[config.mk]
export PLATFORM = sky130hd
export DESIGN_NAME = kf6845_light_pen_flat
export DESIGN_NICKNAME = d
export VERILOG_FILES = /design/src/rtl/kf6845_pkg.sv /design/src/rtl/kf6845_light_pen_if.sv /design/src/rtl/kf6845_strobe_sync.sv /design/src/rtl/kf6845_light_pen.sv /design/src/flat_wrapper.sv
export SDC_FILE = /design/constraint.sdc
export NUM_CORES = 1
export LEC_CHECK = 0
export BUFFER_PORTS_ARGS = -buffer_cell sky130_fd_sc_hd__buf_4
export CAP_MARGIN = 40
export CORE_AREA = 3 3 44 46
export DETAILED_ROUTE_END_ITERATION = 8
export DIE_AREA = 0 0 47 49
export PLACE_DENSITY = 0.77
export SYNTH_ARGS = -nofsm -noshare
export SYNTH_HDL_FRONTEND = slang
export SYNTH_HIERARCHICAL = 1
export SYNTH_SLANG_ARGS = --single-unit
[constraint.sdc]
create_clock -name clock -period 4.4 [get_ports clock]
set_clock_uncertainty 0.05 [all_clocks]
set_input_delay 0.88 -clock clock [delete_from_list [all_inputs] [get_ports clock]]
set_output_delay 0.88 -clock clock [all_outputs]
set_load 0.03 [all_outputs]
[src/rtl/kf6845_pkg.sv]
// Shared widths and constants for the KF6845 light pen slice.
package kf6845_pkg;

  localparam int MA_WIDTH     = 14;
  localparam int LPEN_H_WIDTH = 6;
  localparam int DATA_WIDTH   = 8;

  localparam logic [DATA_WIDTH-1:0] RESET_VALUE = 8'h00;

  function automatic logic [DATA_WIDTH-1:0] lpen_h_byte(input logic [LPEN_H_WIDTH-1:0] h);
    return {{(DATA_WIDTH-LPEN_H_WIDTH){1'b0}}, h};
  endfunction

endpackage

[src/rtl/kf6845_light_pen_if.sv]
// CPU-side register read port of the light pen block.
interface kf6845_light_pen_if;

  logic                              read_light_pen_h_register;
  logic                              read_light_pen_l_register;
  logic [kf6845_pkg::DATA_WIDTH-1:0] internal_data_bus_out;

  modport master (
    output read_light_pen_h_register,
    output read_light_pen_l_register,
    input  internal_data_bus_out
  );

  modport slave (
    input  read_light_pen_h_register,
    input  read_light_pen_l_register,
    output internal_data_bus_out
  );

endinterface

[src/rtl/kf6845_strobe_sync.sv]
// Light pen strobe conditioning and rising-edge detection.
// Define KF6845_LPSTB_SYNC_EN to insert a 2-flop synchronizer ahead of the detector.
module kf6845_strobe_sync (
  input  logic clock,
  input  logic reset,
  input  logic async_in,
  output logic rise_pulse
);

  logic w_level;
  logic w_valid;
  logic r_prev;
  logic r_armed;

`ifdef KF6845_LPSTB_SYNC_EN
  logic [1:0] r_sync;
  logic [1:0] r_fill;

  // r_fill marks when the synchronizer holds real samples rather than reset zeros
  always_ff @(posedge clock or posedge reset) begin
    if (reset) begin
      r_sync <= 2'b00;
      r_fill <= 2'b00;
    end else begin
      r_sync <= {r_sync[0], async_in};
      r_fill <= {r_fill[0], 1'b1};
    end
  end

  assign w_level = r_sync[1];
  assign w_valid = r_fill[1];
`else
  assign w_level = async_in;
  assign w_valid = 1'b1;
`endif

  // A strobe must be seen low after reset before any rise is honoured
  always_ff @(posedge clock or posedge reset) begin
    if (reset) begin
      r_prev  <= 1'b0;
      r_armed <= 1'b0;
    end else begin
      r_prev  <= w_level;
      r_armed <= r_armed | (w_valid & ~w_level);
    end
  end

  assign rise_pulse = w_level & ~r_prev & r_armed;

endmodule

[src/rtl/kf6845_light_pen.sv]
// KF6845 CRTC light pen: captures MA into R16/R17 on a strobe and serves CPU reads.
// Optional macro KF6845_LPSTB_SYNC_EN enables the strobe synchronizer in kf6845_strobe_sync.
module kf6845_light_pen
  import kf6845_pkg::*;
(
  input  logic                clock,
  input  logic                reset,
  input  logic                video_clock_enable,
  input  logic                LPSTB,
  input  logic [MA_WIDTH-1:0] MA,
  kf6845_light_pen_if.slave   cpu
);

  logic                    w_rise;
  logic                    w_capture;
  logic                    r_pending;
  logic [LPEN_H_WIDTH-1:0] r_lpen_h;
  logic [DATA_WIDTH-1:0]   r_lpen_l;
  logic [DATA_WIDTH-1:0]   w_bus;

  kf6845_strobe_sync u_strobe_sync (
    .clock      (clock),
    .reset      (reset),
    .async_in   (LPSTB),
    .rise_pulse (w_rise)
  );

  // An edge coinciding with an enabled cycle captures immediately
  assign w_capture = video_clock_enable & (r_pending | w_rise);

  always_ff @(posedge clock or posedge reset) begin
    if (reset) begin
      r_pending <= 1'b0;
      r_lpen_h  <= '0;
      r_lpen_l  <= RESET_VALUE;
    end else begin
      if (w_capture) begin
        r_pending <= 1'b0;
        r_lpen_h  <= MA[MA_WIDTH-1:DATA_WIDTH];
        r_lpen_l  <= MA[DATA_WIDTH-1:0];
      end else if (w_rise) begin
        r_pending <= 1'b1;
      end
    end
  end

  always_comb begin
    w_bus = RESET_VALUE;
    if (reset)
      w_bus = RESET_VALUE;
    else if (cpu.read_light_pen_h_register)
      w_bus = lpen_h_byte(r_lpen_h);
    else if (cpu.read_light_pen_l_register)
      w_bus = r_lpen_l;
  end

  assign cpu.internal_data_bus_out = w_bus;

endmodule

[src/flat_wrapper.sv]
// flat-port wrapper written by rule: the top's interface ports become plain ports
module kf6845_light_pen_flat import kf6845_pkg::*;
  (clock, reset, video_clock_enable, LPSTB, MA, cpu_read_light_pen_h_register, cpu_read_light_pen_l_register, cpu_internal_data_bus_out);
  kf6845_light_pen_if cpu_i ();
  input  logic clock;
  input  logic reset;
  input  logic video_clock_enable;
  input  logic LPSTB;
  input  logic [MA_WIDTH-1:0] MA;
  input wire logic [$bits(cpu_i.read_light_pen_h_register)-1:0] cpu_read_light_pen_h_register;
  input wire logic [$bits(cpu_i.read_light_pen_l_register)-1:0] cpu_read_light_pen_l_register;
  output wire logic [$bits(cpu_i.internal_data_bus_out)-1:0] cpu_internal_data_bus_out;
  assign cpu_i.read_light_pen_h_register = cpu_read_light_pen_h_register;
  assign cpu_i.read_light_pen_l_register = cpu_read_light_pen_l_register;
  assign cpu_internal_data_bus_out = cpu_i.internal_data_bus_out;
  kf6845_light_pen u_core (.clock(clock), .reset(reset), .video_clock_enable(video_clock_enable), .LPSTB(LPSTB), .MA(MA), .cpu(cpu_i));
endmodule
Word level (Yosys, flattened, before mapping)
Cells that the tools add are included.
{"block": "word_totals", "inputBits": 20, "elab_cells": 18, "register_bits": 17, "output_inout_bits": 8}
{"block": "classes", "n_reduce_logical": 1, "n_bitwise": 7, "muxes": 5}
{"op": "two-way mux 8 bit", "count": 3}
{"op": "bitwise AND 1 bit", "count": 3}
{"op": "two-way mux 1 bit", "count": 2}
{"op": "NOT 1 bit", "count": 2}
{"op": "OR 1 bit", "count": 2}
{"op": "nonzero test 2 bit", "count": 1}

Logic depth before layout (Yosys ltp)
Gate-level depths: netlist (run 1).
{"block": "logic_depth", "depth_word": 6, "depth_mapped": 4, "mapped_depth_nobuf": 3}

Hierarchy
Netlist (run 1), hierarchy kept.
{"module": "kf6845_light_pen", "n_inst": 1, "area_each_um2": 744.5, "cells_each": 56, "seq_area_each_um2": 375.4}
{"module": "kf6845_strobe_sync", "n_inst": 1, "area_each_um2": 68.8, "cells_each": 5, "seq_area_each_um2": 50.0}

Worst setup path after synthesis (run 1)
Ideal clock, no wire load.
{"block": "synth_timing", "path_type": "in2out", "start": "in reset", "end": "out cpu_internal_data_bus_out[6]", "arrival_time_ns": 2.054, "n_path_buf": 1, "stages": 2, "slack_ns": 1.416, "path_cell_list": "clkbuf_1 nor4bb_1"}
{"block": "synth_via", "elab_chain_cells": 1}
{"element": "start, declared", "line": "flat_wrapper.sv:6", "text": "input logic reset;"}
{"element": "two-way mux 8 bit", "line": "kf6845_light_pen.sv:49", "text": "if (reset)"}
{"element": "end, declared", "line": "flat_wrapper.sv:12", "text": "output wire logic [$bits(cpu_i.internal_data_bus_out)-1:0] cpu_internal_data_bus_out;"}
Every way passes these cells.

Worst setup path after layout (run 1)
{"block": "layout_timing", "start": "in cpu_read_light_pen_h_register", "end": "out cpu_internal_data_bus_out[6]"}
{"block": "layout_via", "elab_chain_cells": 2}
{"element": "start, declared", "line": "flat_wrapper.sv:10", "text": "input wire logic [$bits(cpu_i.read_light_pen_h_register)-1:0] cpu_read_light_pen_h_register;"}
{"element": "two-way mux 8 bit", "line": "kf6845_light_pen.sv:51", "text": "else if (cpu.read_light_pen_h_register)"}
{"element": "two-way mux 8 bit", "line": "kf6845_light_pen.sv:49"}
Every way passes these cells.

==> results.json, run 1 <==
{
  "layout_setup_ws_ns": 1.93,
  "power-per-cell-area_mw_per_mm2": 374,
  "worstMarginPinSlew_ns": 0.594,
  "worst_skew_pair_later_pin_latency_ns": 0.29,
  "firstDrtPassIters": 2,
  "core_area_mm2": 0.00154,
  "netlist_area_um2": 813,
  "power_leakage_nw": 0.516,
  "timing.final.setup_violations": 0,
  "unrepaired_setup_endpoints_after_global_routing": "false",
  "viasPerCell": 5.25,
  "yosys_warnings": 6,
  "dp_worst_setup_slack_ns": 1.92,
  "final.fill_count": 133,
  "dieArea_mm2": 0.00230,
  "timing_hold_violations_final": 0,
  "postSynthCellCount": 61,
  "drc_errors": 0,
  "number_of_buffers_inserted_for_hold_repair_after_clock_tree_synthesis": 0,
  "average_footprint_of_a_synthesized_cell_um2": 13.3,
  "ys_seq_area_frac": 0.523,
  "tns_ns": 0,
  "setup.worst_path.start_class": "input port",
  "netlist.area_leader.share": 0.523,
  "antenna_violating_nets_post_route": 0,
  "fin_hold_ws_ns": 0.435,
  "synth.ff_latch_count": 17,
  "timing.max_slew.rel_slack": 0.603,
  "cp_data_required_time_ns": 3.47,
  "cts_tree": "done",
  "clock_tree.htree_level_count": 1,
  "grt_start_max_net_pins": 16,
  "yosysTopAreaCell": "dfrtp_1",
  "outcome": "finished, final reports clean",
  "drive_above_1_share": 0.506,
  "cts_post_setup_buffers_inserted": 0,
  "number_of_antenna_violations_at_the_first_check_in_global_routing": 0,
  "area.growth.synth_to_final_pct": 27.1,
  "maximum_ir_drop_on_the_vdd_rail_mv": 0.222,
  "post_cts_resized": 0,
  "timing.final.max_slew_violations": 0,
  "syn_nets": 81,
  "final_replace_weighted_congestion": 0.698,
  "worst_r2r_startpoint": "u_core/u_strobe_sync/r_armed",
  "die_w_um": 47,
  "boundaryPins": 28,
  "floorplan.die.height_um": 49,
  "finalWorstPathRequiredPeriod_ns": 2.47,
  "root_buffer": "clkbuf_4",
  "source_of_the_critical_timing_path": "cpu_read_light_pen_h_register",
  "synth_cell_types": 15,
  "detailroute.via_count": 551,
  "timing.max_cap.violations": 0,
  "grt_pass1_vias": 576,
  "path_clk_slew_ns": 0.10,
  "port_bufs": 27,
  "cts-root-to-sink-buffers": 2,
  "start_util": 0.528,
  "final.period_utilization": 0.562,
  "clock.fmax_ghz": 0.405,
  "place.detailed.hpwl_um": 1130,
  "crit_arrival_ns": 1.54,
  "fin_util": 0.670,
  "gr-usage-all-layers": 0.158,
  "core.rowCount": 14,
  "finalNonFillerCells": 105,
  "clkSinkCount": 17,
  "first_iter_violations": 3,
  "dpl.cell_count": 101,
  "cts_inserted_buffers": 3,
  "avgRoutedWirePerCell_um": 15.1,
  "diodes": 0,
  "criticalPathCategory": "input port to output pin",
  "grt_pass1_wl_um": 2630,
  "grt_remaining_overflow": 0,
  "type_of_destination_of_the_critical_path": "output pin",
  "holdCritPathClass": "input port to asynchronous set/reset pin",
  "synth_area_leaders": "dfrtp_1 52%, mux2_4 18%, mux2_2 5.5%",
  "routed_wirelength_um": 1580,
  "final_nets": 110,
  "critPathMaxFanout": 14
}
## flip-flops by register name, indices dropped and copies added, names as in the netlist
signal	flops
u_core/u_strobe_sync/r_prev	1
u_core/r_pending	1
u_core/r_lpen_l	8
u_core/u_strobe_sync/r_armed	1
u_core/r_lpen_h	6
## report_power, final
part	internal, W	switching, W	total (W)
combinational	0.0000607	0.0000426	0.000103
sequential	0.000185	0.0000152	0.000200
clock	0.0000353	0.0000477	0.0000830
## cell usage after synthesis
| master | instances |
|---|---|
| a21oi_1 | 6 |
| and3b_1 | 1 |
| buf_12 | 1 |
| buf_2 | 1 |
| clkbuf_1 | 1 |
| dfrtp_1 | 17 |
| inv_1 | 2 |
| mux2_2 | 4 |
| mux2_4 | 10 |
| nand2_1 | 6 |
| nand2b_1 | 1 |
| nand3b_1 | 6 |
| nor2_1 | 2 |
| nor4bb_1 | 2 |
| o21ai_4 | 1 |
## final cells by class
cell class / count / area [um2] / area share
flip-flops and latches: 17 / 425 / 0.412
multi-input cells: 39 / 352 / 0.340
repair buffers: 27 / 203 / 0.196
well taps: 16 / 20.0 / 0.0194
clock buffers: 4 / 26.3 / 0.0254
inverters: 2 / 7.51 / 0.00726
## final timing paths
kind                                           endpoint  slack [ns]  depth (start not counted)
max                        cpu_internal_data_bus_out[6]        1.93                          3
min                        u_core/u_strobe_sync/r_armed        0.44                          2
max reg2reg                          u_core/r_lpen_l[7]        2.73                          3
min reg2reg                          u_core/r_lpen_l[7]        0.46                          1
max in group asynchronous            u_core/r_lpen_h[4]        3.27                          2
min in group clock                   u_core/r_lpen_l[7]        0.46                          1
## stage by stage
stage / total power [W] / cell area, um2
2_1_floorplan: 0.000273 / 813
3_3_place_gp: 0.000303 / 1010
3_5_place_dp: 0.000307 / 1010
4_1_cts: 0.000390 / 1030
5_1_grt: 0.000411 / 1030
6_report: 0.000386 / 1030
## critical path: stages
cell and delay [ns]:
buf_4 0.16, nor4bb_1 0.29, buf_4 0.21
## cell families after synthesis
kind of cell	Yosys count	synth area share
compound gates	7	0.0569
buf+inv	5	0.0446
flops	17	0.523
mux	14	0.240
simple gates	18	0.135
## routing by layer
| layer | global-route usage | routed length, um |
|---|---|---|
| met1 | 0.195 | 698 |
| met2 | 0.253 | 755 |
| met3 | 0.0369 | 111 |
| met4 | 0.0691 | 15 |
| met5 | 0 | 0 |
## cells in the final DEF (no fill, tap or decap)
| master | n |
|---|---|
| nor4bb_1 | 2 |
| o21ai_4 | 1 |
| nand2_1 | 6 |
| dfrtp_1 | 17 |
| mux2_4 | 10 |
| nand2b_1 | 1 |
| a21oi_1 | 6 |
| buf_4 | 27 |
| inv_1 | 2 |
| nand3b_1 | 6 |
| mux2_2 | 4 |
| nor2_1 | 2 |
| and3b_1 | 1 |
| clkbuf_1 | 1 |
| clkbuf_4 | 3 |
(Power assumes the default switching activity.)
==> inputs of run 2 (changes only) <==
--- a/config.mk
+++ b/config.mk
@@ -5,12 +5,13 @@
 export SDC_FILE = /design/constraint.sdc
 export NUM_CORES = 1
 export LEC_CHECK = 0
+export ABC_AREA = 1
 export BUFFER_PORTS_ARGS = -buffer_cell sky130_fd_sc_hd__buf_4
 export CAP_MARGIN = 40
-export CORE_AREA = 3 3 44 46
+export CORE_AREA = 3 3 45 47
 export DETAILED_ROUTE_END_ITERATION = 8
-export DIE_AREA = 0 0 47 49
-export PLACE_DENSITY = 0.77
+export DIE_AREA = 0 0 48 50
+export PLACE_DENSITY = 0.72
 export SYNTH_ARGS = -nofsm -noshare
 export SYNTH_HDL_FRONTEND = slang
 export SYNTH_HIERARCHICAL = 1
==> constraint.sdc (replaced) <==
create_clock -name clock -period 2.5 [get_ports clock]
set_clock_uncertainty 0.05 [all_clocks]
set_input_delay 0.5 -clock clock [delete_from_list [all_inputs] [get_ports clock]]
set_output_delay 0.5 -clock clock [all_outputs]
set_load 0.03 [all_outputs]
==> results.json, run 2 <==
{
  "final.period_utilization": 0.801,
  "grt_remaining_overflow": 0,
  "max_reg_flops": 8,
  "worstReg2RegEnd": "u_core/r_lpen_h[0]",
  "dieArea_mm2": 0.00240,
  "p_int_w": 0.000438,
  "detailroute.via_count": 732,
  "ys_seq_area_frac": 0.541,
  "final_replace_weighted_congestion": 0.771,
  "drc_errors": 0,
  "synth_cell_types": 12,
  "drive_above_1_share": 0.287,
  "clock_tree.htree_level_count": 1,
  "layout_setup_ws_ns": 0.497,
  "criticalPathCategory": "input port to output pin",
  "gr-usage-all-layers": 0.178,
  "clock.fmax_ghz": 0.499,
  "diodes": 0,
  "syn_nets": 117,
  "start_util": 0.465,
  "area.growth.synth_to_final_pct": 32.8,
  "unrepaired_setup_endpoints_after_global_routing": "false",
  "die_w_um": 48,
  "registers.top_by_ff_count": "u_core/r_lpen_l",
  "combinationalPowerShare": 0.235,
  "type_of_destination_of_the_critical_path": "output pin",
  "viasPerCell": 5.01,
  "firstDrtPassIters": 4,
  "cts-root-to-sink-buffers": 2,
  "worst_r2r_startpoint": "u_core/u_strobe_sync/r_armed",
  "dp_worst_setup_slack_ns": 0.479,
  "source_of_the_critical_timing_path": "reset",
  "share_clk_of_total_power": 0.227,
  "boundaryPins": 28,
  "synth-async-reset-ratio": 1.00,
  "worstMarginPinSlew_ns": 0.576,
  "core.rowCount": 15,
  "netlist_area_um2": 786,
  "yosys.cell_count.top_type": "nand2_1",
  "finalNonFillerCells": 146,
  "most_used_flip_flop_cell_after_synthesis": "dfrtp_1",
  "root_buffer": "clkbuf_4",
  "timing.critical_path.mode_cell": "buf_4",
  "worst_skew_pair_later_pin_latency_ns": 0.28,
  "grt_pass1_wl_um": 3090,
  "port_bufs": 27,
  "timing.final.max_slew_violations": 0,
  "cp_data_required_time_ns": 1.95,
  "dpl.cell_count": 141,
  "yosysTopAreaCell": "dfrtp_1",
  "holdCritPathClass": "input port to asynchronous set/reset pin",
  "total_power_w": 0.000628,
  "avgRoutedWirePerCell_um": 12.3,
  "core_area_mm2": 0.00169,
  "ff2ff_setup_slack_ns": 1.21,
  "outcome": "finished, final reports clean",
  "final_cell_mix": "30 x buf_4, 30 x nand2_1, 17 x dfrtp_1",
  "fin_util": 0.618,
  "postSynthCellCount": 97,
  "antenna_violating_nets_post_route": 0,
  "critPathMaxFanout": 16,
  "path_cells": "buf_4, inv_1, o21ai_0, nor2_1, buf_4",
  "power-per-cell-area_mw_per_mm2": 602,
  "switching_share": 0.303,
  "cp_slowest_cell": "inv_1",
  "setup.worst_path.start_class": "input port",
  "timing.final.setup_violations": 0,
  "first_iter_violations": 4,
  "tns_ns": 0,
  "grt_pass1_vias": 734,
  "number_of_antenna_violations_at_the_first_check_in_global_routing": 0,
  "synth_area_leaders": "dfrtp_1 54%, nand2_1 14%, nand3_1 9.6%",
  "routed_wirelength_um": 1790,
  "place.detailed.hpwl_um": 1330,
  "final_nets": 150,
  "cts_post_setup_buffers_inserted": 0,
  "average_footprint_of_a_synthesized_cell_um2": 8.10,
  "multi_input_gate_area_in_the_final_layout_um2": 304,
  "netSwitchingPower_w": 0.000190,
  "ys_top_cells_by_count": "30 x nand2_1, 17 x dfrtp_1, 15 x nand3_1",
  "floorplan.die.height_um": 50,
  "cts_tree": "done",
  "cts_inserted_buffers": 3,
  "crit_arrival_ns": 1.45,
  "timing.max_slew.rel_slack": 0.616,
  "power_leakage_nw": 0.581,
  "timing_hold_violations_final": 0,
  "finalWorstPathRequiredPeriod_ns": 2.00,
  "yosys_warnings": 6,
  "sequentialPowerShare": 0.538,
  "synth_enable_flop_cells": 0,
  "timing.max_cap.violations": 0,
  "grt_start_max_net_pins": 17,
  "worst_path_largest_cell_delay_ns": 0.36,
  "final.fill_count": 159,
  "seq_area_um2": 425,
  "layout_top_registers": "u_core/r_lpen_l: 8 flops, u_core/r_lpen_h: 6 flops",
  "netlist.area_leader.share": 0.541,
  "synth.ff_latch_count": 17,
  "worst_r2r_path_depth": 5,
  "clkSinkCount": 17,
  "maximum_ir_drop_on_the_vdd_rail_mv": 0.311,
  "path_clk_slew_ns": 0.10
}
[run 2: cell types whose count changed after synthesis, moves of 2 or more]
cell	before	now
nand2_1	6	30
nand3_1	0	15
mux2_4	10	0
inv_1	2	8
nand3b_1	6	0
nor2_1	2	8
o21ai_0	0	6
mux2_2	4	0
buf_4	0	2
nor4bb_1	2	0
[run 2: cells by family after synthesis]
family	count (synthesis)	share of synthesized area
AOI/OAI and AO/OA	14	0.0939
DFF	17	0.541
and+or+nand+nor	55	0.293
buffers and inverters	11	0.0717
[run 2: metal layers]
metal | global-route usage | routed length [um] | up-vias
li1 | - | - | 375
met1 | 0.230 | 787 | 336
met2 | 0.289 | 884 | 19
met3 | 0.0365 | 102 | 2
met4 | 0.0538 | 14 | 0
met5 | 0 | 0 | -
[run 2: how the worst max path moves through the flow]
stage / cells past startpoint / endpoint
2_1_floorplan: 3 / cpu_internal_data_bus_out[6]
3_3_place_gp: 5 / cpu_internal_data_bus_out[2]
3_5_place_dp: 5 / cpu_internal_data_bus_out[2]
4_1_cts: 5 / cpu_internal_data_bus_out[2]
5_1_grt: 5 / cpu_internal_data_bus_out[1]
6_report: 5 / cpu_internal_data_bus_out[2]
[run 2: timing repair]
action                                 4_1_cts  5_1_grt
hold buffers                                 1        0
resized for setup                            0        0
endpoints found under the hold margin        2        0
[run 2: worst max-delay path, delay by kind of cell]
kind | cells | cell delay (ns)
buffers and inverters | 3 | 0.64
AOI/OAI and AO/OA | 1 | 0.19
and+or+nand+nor | 1 | 0.12
[run 2: power groups by stage]
stage / Sequential, W / Clock [W] / Combinational, W
2_1_floorplan: 0.000337 / 0 / 0.0000924
3_3_place_gp: 0.000342 / 0 / 0.000145
3_5_place_dp: 0.000343 / 0 / 0.000148
4_1_cts: 0.000338 / 0.000151 / 0.000150
5_1_grt: 0.000343 / 0.000164 / 0.000167
6_report: 0.000338 / 0.000142 / 0.000148
[run 2: through the flow]
stage	cell area, um2	hold WS (ns)
after floorplan	786	0.191
after global placement	1010	0.318
after detailed placement	1010	0.319
after CTS	1040	0.171
after global routing	1040	0.195
final	1040	0.185
[run 2: layout make-up]
| class | instances | share of cell area |
|---|---|---|
| tap | 17 | 0.0204 |
| clock inverter | 1 | 0.00480 |
| inverter | 8 | 0.0288 |
| sequential | 17 | 0.408 |
| multi-input combinational | 69 | 0.291 |
| timing repair buffer | 31 | 0.225 |
| clock buffer | 3 | 0.0216 |
